## src/rtl/vball_bg_render.sv

```systemverilog
// Background tilemap renderer: fetches one 8x8 4bpp tile every 8 pixel clocks from
// map VRAM and tile ROM, applies latched X/Y scroll and per-tile hflip, emits a colour index.
module vball_bg_render #(
    parameter int HTOTAL   = 400,
    parameter int VLAST    = 258,
    parameter int PREFETCH = 384
) (
    input  logic        clk,
    input  logic        reset,
    input  logic [8:0]  hcount,
    input  logic [8:0]  vcount,
    input  logic        hb,
    input  logic        vb,
    input  logic        bg_en,
    input  logic [8:0]  scrollx,
    input  logic [7:0]  scrolly,
    output logic [10:0] vram_addr,
    input  logic [15:0] vram_data,
    output logic [16:0] rom_addr,
    input  logic [7:0]  rom_data,
    output logic [6:0]  pix,
    output logic        pix_opaque
);

    localparam logic signed [9:0] HTOT_S = 10'(HTOTAL);

    logic [8:0]  sx_lat;
    logic [7:0]  sy_lat;

    logic [11:0] code_p1;
    logic [2:0]  pal_p1;
    logic        flip_p1;
    logic [7:0]  byte0_p1, byte1_p1, byte2_p1;

    logic [31:0] shift_p2;
    logic [2:0]  pal_p2;
    logic        flip_p2;

    logic              pre_p0;
    logic signed [9:0] d_p0;
    logic [8:0]        line_p0;
    logic [8:0]        sx_p0;
    logic [7:0]        sy_p0;
    logic [5:0]        col_p0;
    logic [2:0]        phase_p0;
    logic [3:0]        nib_p0;
    logic              vld_p0;

    // Nibble idx 0 is the high nibble of the first tile byte (leftmost pixel).
    function automatic logic [3:0] pick_nibble(input logic [31:0] s, input logic [2:0] idx);
        logic [4:0] lsb;
        lsb = 5'd28 - {idx, 2'b00};
        return s[lsb +: 4];
    endfunction

    // Stage p0: line-relative position; the prefetch window runs at negative d on the next line
    assign pre_p0   = (hcount >= 9'(PREFETCH));
    assign d_p0     = pre_p0 ? ($signed({1'b0, hcount}) - HTOT_S) : $signed({1'b0, hcount});
    assign line_p0  = pre_p0 ? ((vcount == 9'(VLAST)) ? 9'd0 : vcount + 9'd1) : vcount;
    assign sx_p0    = 9'(d_p0 + $signed({1'b0, sx_lat}));
    assign sy_p0    = 8'(line_p0 + {1'b0, sy_lat});
    assign phase_p0 = sx_p0[2:0];
    // (sx + 8) >> 3 == (sx >> 3) + 1 modulo the 64-column map
    assign col_p0   = sx_p0[8:3] + 6'd1;
    assign nib_p0   = pick_nibble(shift_p2, flip_p2 ? ~phase_p0 : phase_p0);
    assign vld_p0   = !(hb || vb) && bg_en;

    // Stage p1: tile fetch pipeline; Stage p2: shifter load and registered output
    always_ff @(posedge clk or negedge reset) begin
        if (!reset) begin
            sx_lat     <= '0;
            sy_lat     <= '0;
            vram_addr  <= '0;
            rom_addr   <= '0;
            code_p1    <= '0;
            pal_p1     <= '0;
            flip_p1    <= 1'b0;
            byte0_p1   <= '0;
            byte1_p1   <= '0;
            byte2_p1   <= '0;
            shift_p2   <= '0;
            pal_p2     <= '0;
            flip_p2    <= 1'b0;
            pix        <= '0;
            pix_opaque <= 1'b0;
        end else begin
            if (hcount == 9'(PREFETCH - 1)) begin
                sx_lat <= scrollx;
                sy_lat <= scrolly;
            end
            case (phase_p0)
                3'd0: vram_addr <= {sy_p0[7:3], col_p0};
                3'd2: begin
                    code_p1  <= vram_data[11:0];
                    pal_p1   <= vram_data[14:12];
                    flip_p1  <= vram_data[15];
                    rom_addr <= {vram_data[11:0], sy_p0[2:0], 2'd0};
                end
                3'd3: rom_addr <= {code_p1, sy_p0[2:0], 2'd1};
                3'd4: begin
                    rom_addr <= {code_p1, sy_p0[2:0], 2'd2};
                    byte0_p1 <= rom_data;
                end
                3'd5: begin
                    rom_addr <= {code_p1, sy_p0[2:0], 2'd3};
                    byte1_p1 <= rom_data;
                end
                3'd6: byte2_p1 <= rom_data;
                default: begin
                    shift_p2 <= {byte0_p1, byte1_p1, byte2_p1, rom_data};
                    pal_p2   <= pal_p1;
                    flip_p2  <= flip_p1;
                end
            endcase
            pix        <= vld_p0 ? {pal_p2, nib_p0} : 7'd0;
            pix_opaque <= vld_p0 && (nib_p0 != 4'd0);
        end
    end

endmodule
```

## config.mk

```make
export PLATFORM = sky130hd
export DESIGN_NAME = vball_bg_render
export DESIGN_NICKNAME = d
export VERILOG_FILES = /design/src/rtl/vball_bg_render.sv
export SDC_FILE = /design/constraint.sdc
export NUM_CORES = 1
export LEC_CHECK = 0
export BUFFER_PORTS_ARGS = -buffer_cell sky130_fd_sc_hd__buf_4
export CORE_ASPECT_RATIO = 1.75
export CORE_MARGIN = 2
export CORE_UTILIZATION = 25
export CTS_CLUSTER_DIAMETER = 60
export CTS_CLUSTER_SIZE = 28
export DETAILED_ROUTE_END_ITERATION = 7
export GPL_TIMING_DRIVEN = 0
export HOLD_SLACK_MARGIN = 0.1
export SLEW_MARGIN = 30
export SYNTH_ARGS = -nofsm -noshare
export SYNTH_HDL_FRONTEND = slang
export SYNTH_SLANG_ARGS = --single-unit
```

## constraint.sdc

```tcl
create_clock -name clk -period 2.75 [get_ports clk]
set_input_delay 0.275 -clock clk [delete_from_list [all_inputs] [get_ports clk]]
set_output_delay 0.275 -clock clk [all_outputs]
set_load 0.01 [all_outputs]
```

==> metrics.txt <==
CTS tree=yes; # diodes=0; DR iter-0 viols=133; Slew HR=0.429; Hold Fails Final Rpt=0; wire per inst=15.6 um; EDFF count, synth=0; slowest CP cell=fa_2; FILL cells=roughly 2500; worst path buffer plus inverter count=2; Hold Path Stages=2; clk_skew=approximately 0.0067 ns; Critical Path Max Stage Delay=between 0.6 and 0.7 ns; max-slew violations=0; io pins=100; R2R depth=9; Placed Instances=936; clk_lat worst skew=0.43 ns; Crit Reg-Reg Endpoint=pix_opaque; Initial Util=0.255; routed vias/inst=4.51; Tmin final=approximately 2.7 ns; reg2reg start=sx_lat[0]; critical path, cell by cell=ha_2 > inv_2 > fa_2 > xor2_4 > buf_4 > mux4_2 > mux2i_4 > and4_1 > nor2_1; CP max FO=5; initial antenna violation count=0; CTS Sinks=approximately 130; CORE AREA=25300 um2; first-pass GRT wire length=around 26000 um; Worst Setup End Kind=register; Mapped Nets=608; crit-path leading delay family=adder cells; worst slew pin tran=between 0.8 and 0.9 ns; Synth top area share=0.500; fin util=0.349; Worst Setup SP=sx_lat[0]; CTS Buffer Depth=2; area of the die=27200 um2; Syn Inst Count=520; max_cap viols=0; num rows=77; vias after detailed routing=4578; synthesized cell area=about 6500 um2; Period Utilization, post-route=0.986; TritonRoute pass-1 iters=4; Die Ht=between 200 and 250 um; logic depth of the worst path, buffers included=9; max frequency=about 370 MHz; HPWL after DPL=11800 um; synth-to-layout area growth=37.2%; RSZ-0062 raised after global routing=yes; WS Path Type=register to register; pwr dens=915 nW/um2; Worst Path Required=between 3 and 4 ns; endpoints failing setup=0; vias in the first global route=4920; DRC errors left=0; leakage power=around 4 nW; Overflow after GRT=0; placer congestion estimate=0.795; Hold WC Path Type=input pin to register; die width=about 130 um; share of layout cells above drive strength 1=0.421; yosys warns=0; Num CTS Buffers=17; Synth area leaders=dfrtp_1, mux2_2, ha_1, mux4_2, mux2i_1; Syn Area/Cell=12.4 um2; status=completed; Port-buffer cells=~100; worst reg-to-reg setup slack=0.04 ns; DRT Wirelength=15800 um; Seq cells post-synth=129; clk root buf=clkbuf_16; CP Launch Type=register; CP arrival=3.03 ns; ANT nets after route=0; VDD IR max=0.484 mV; nets=773; Synth cell types=between 40 and 50; crit path to=pix_opaque; final cell count without fillers=between 1000 and 1500; largest net degree at the start of global routing=78; gr usage total=0.123; CTS clock-pin slew for the worst setup and hold paths=0.06 ns; ys flop type=dfrtp_1; Yosys top cell by area=dfrtp_1; H-tree Lvls=4; fraction of registers with async set/reset=1.00; sequential area share after synthesis=0.500
==> final cells by class <==
type / count / area, um2 / share of cell area
repair buffers: 148 / 1250 / 0.142
flip-flops and latches: 129 / 3230 / 0.365
inverters: 16 / 60.1 / 0.00679
clock inverters: 11 / 128 / 0.0144
clock buffers: 21 / 480 / 0.0543
multi-input cells: 355 / 3210 / 0.362
plain buffers: 18 / 97.6 / 0.0110
well taps: 316 / 395 / 0.0447
==> timing repair <==
item,in CTS,in global routing
endpoints found under the hold margin,93,0
resized for setup,9,25
hold buffers,38,0
endpoints found under the setup margin,82,23
buffers inserted,4,6
pin swaps,3,5
==> synth_stat cells, types with 2 or more instances <==
cell	instances
xnor2_1	15
nand2_1	38
clkbuf_1	11
nor4_1	2
nand4_1	4
mux2i_1	17
and3_1	7
nor2b_1	2
a21oi_1	17
buf_1	3
inv_1	16
or3b_2	2
xor2_1	8
xor2_4	2
a211oi_1	3
fa_1	2
buf_2	6
dfrtp_1	129
and2_1	2
a21boi_0	3
nor3b_1	2
o21ai_0	27
mux2_2	106
nor2_1	29
nand3_1	4
ha_1	22
nand2b_1	5
o31ai_1	7
mux4_2	8
nand3b_1	3
==> cells in the final DEF (no fill, tap or decap), types with 3 or more instances in the layout <==
| cell | instances |
|---|---|
| nand2b_1 | 4 |
| mux2i_1 | 14 |
| nor2_1 | 29 |
| clkinv_4 | 3 |
| nand4_1 | 4 |
| nand3_1 | 4 |
| a21boi_0 | 3 |
| xor2_1 | 7 |
| nand3b_1 | 3 |
| and3_1 | 7 |
| xor2_4 | 3 |
| a21oi_1 | 16 |
| dlygate4sd3_1 | 38 |
| dfrtp_1 | 129 |
| o21ai_0 | 26 |
| clkbuf_1 | 4 |
| clkbuf_2 | 5 |
| xnor2_1 | 13 |
| o31ai_1 | 7 |
| clkbuf_16 | 17 |
| mux2_2 | 106 |
| a211oi_1 | 3 |
| mux4_2 | 8 |
| inv_1 | 15 |
| buf_2 | 4 |
| nand2_1 | 37 |
| clkinvlp_4 | 3 |
| clkbuf_8 | 4 |
| ha_1 | 19 |
| buf_4 | 106 |
==> per-stage QoR <==
stage / instance area, um2 / hold WS [ns] / setup slack (ns) / total power [mW] / setup TNS, ns
2_1_floorplan: 6460 / -0.0206 / 0.0168 / 4.62 / 0
3_3_place_gp: 7600 / 0.469 / -0.587 / 5.51 / -17.45
3_5_place_dp: 7650 / 0.225 / -0.611 / 5.60 / -18.72
4_1_cts: 8710 / 0.101 / -0.0825 / 8.05 / -0.0825
5_1_grt: 8850 / 0.110 / -0.0773 / 8.58 / -0.0852
6_report: 8850 / 0.116 / 0.0389 / 8.10 / 0
==> registers in the layout, indices dropped and copies added, names as in the netlist, 9 cells and up <==
signal / count
code_p1: 12
rom_addr: 17
shift_p2: 32
sx_lat: 9
vram_addr: 11
==> how the worst min path moves through the flow <==
stage | start | to
final | rom_data[6] | shift_p2[6]
after global routing | rom_data[6] | shift_p2[6]
after CTS | rom_data[6] | shift_p2[6]
after detailed placement | reset | byte2_p1[2]
after global placement | vram_addr[3] | vram_addr[3]
after floorplan | reset | byte0_p1[0]
==> layer usage <==
| layer | wire length, um | share of wire | global-route usage |
|---|---|---|---|
| met3 | 478 | 0.030 | 0.0269 |
| met1 | 5810 | 0.37 | 0.126 |
| met2 | 9090 | 0.58 | 0.233 |
| met5 | 0 | 0 | 0 |
| met4 | 391 | 0.025 | 0.0578 |
==> cells by family after synthesis <==
kind of cell | after synthesis | share of synthesized area
xor+xnor | 27 | 0.0465
flops | 129 | 0.500
mux | 131 | 0.239
compound gates | 66 | 0.0611
fa+ha+maj | 25 | 0.0504
buf+inv | 36 | 0.0221
simple gates | 106 | 0.0803
==> power breakdown <==
part | internal, mW | leakage, nW | switching [mW]
combinational | 1.59 | 2.09 | 1.15
sequential | 2.64 | 1.57 | 0.428
clock | 1.43 | 0.292 | 0.858
(Power assumes the default switching activity.)
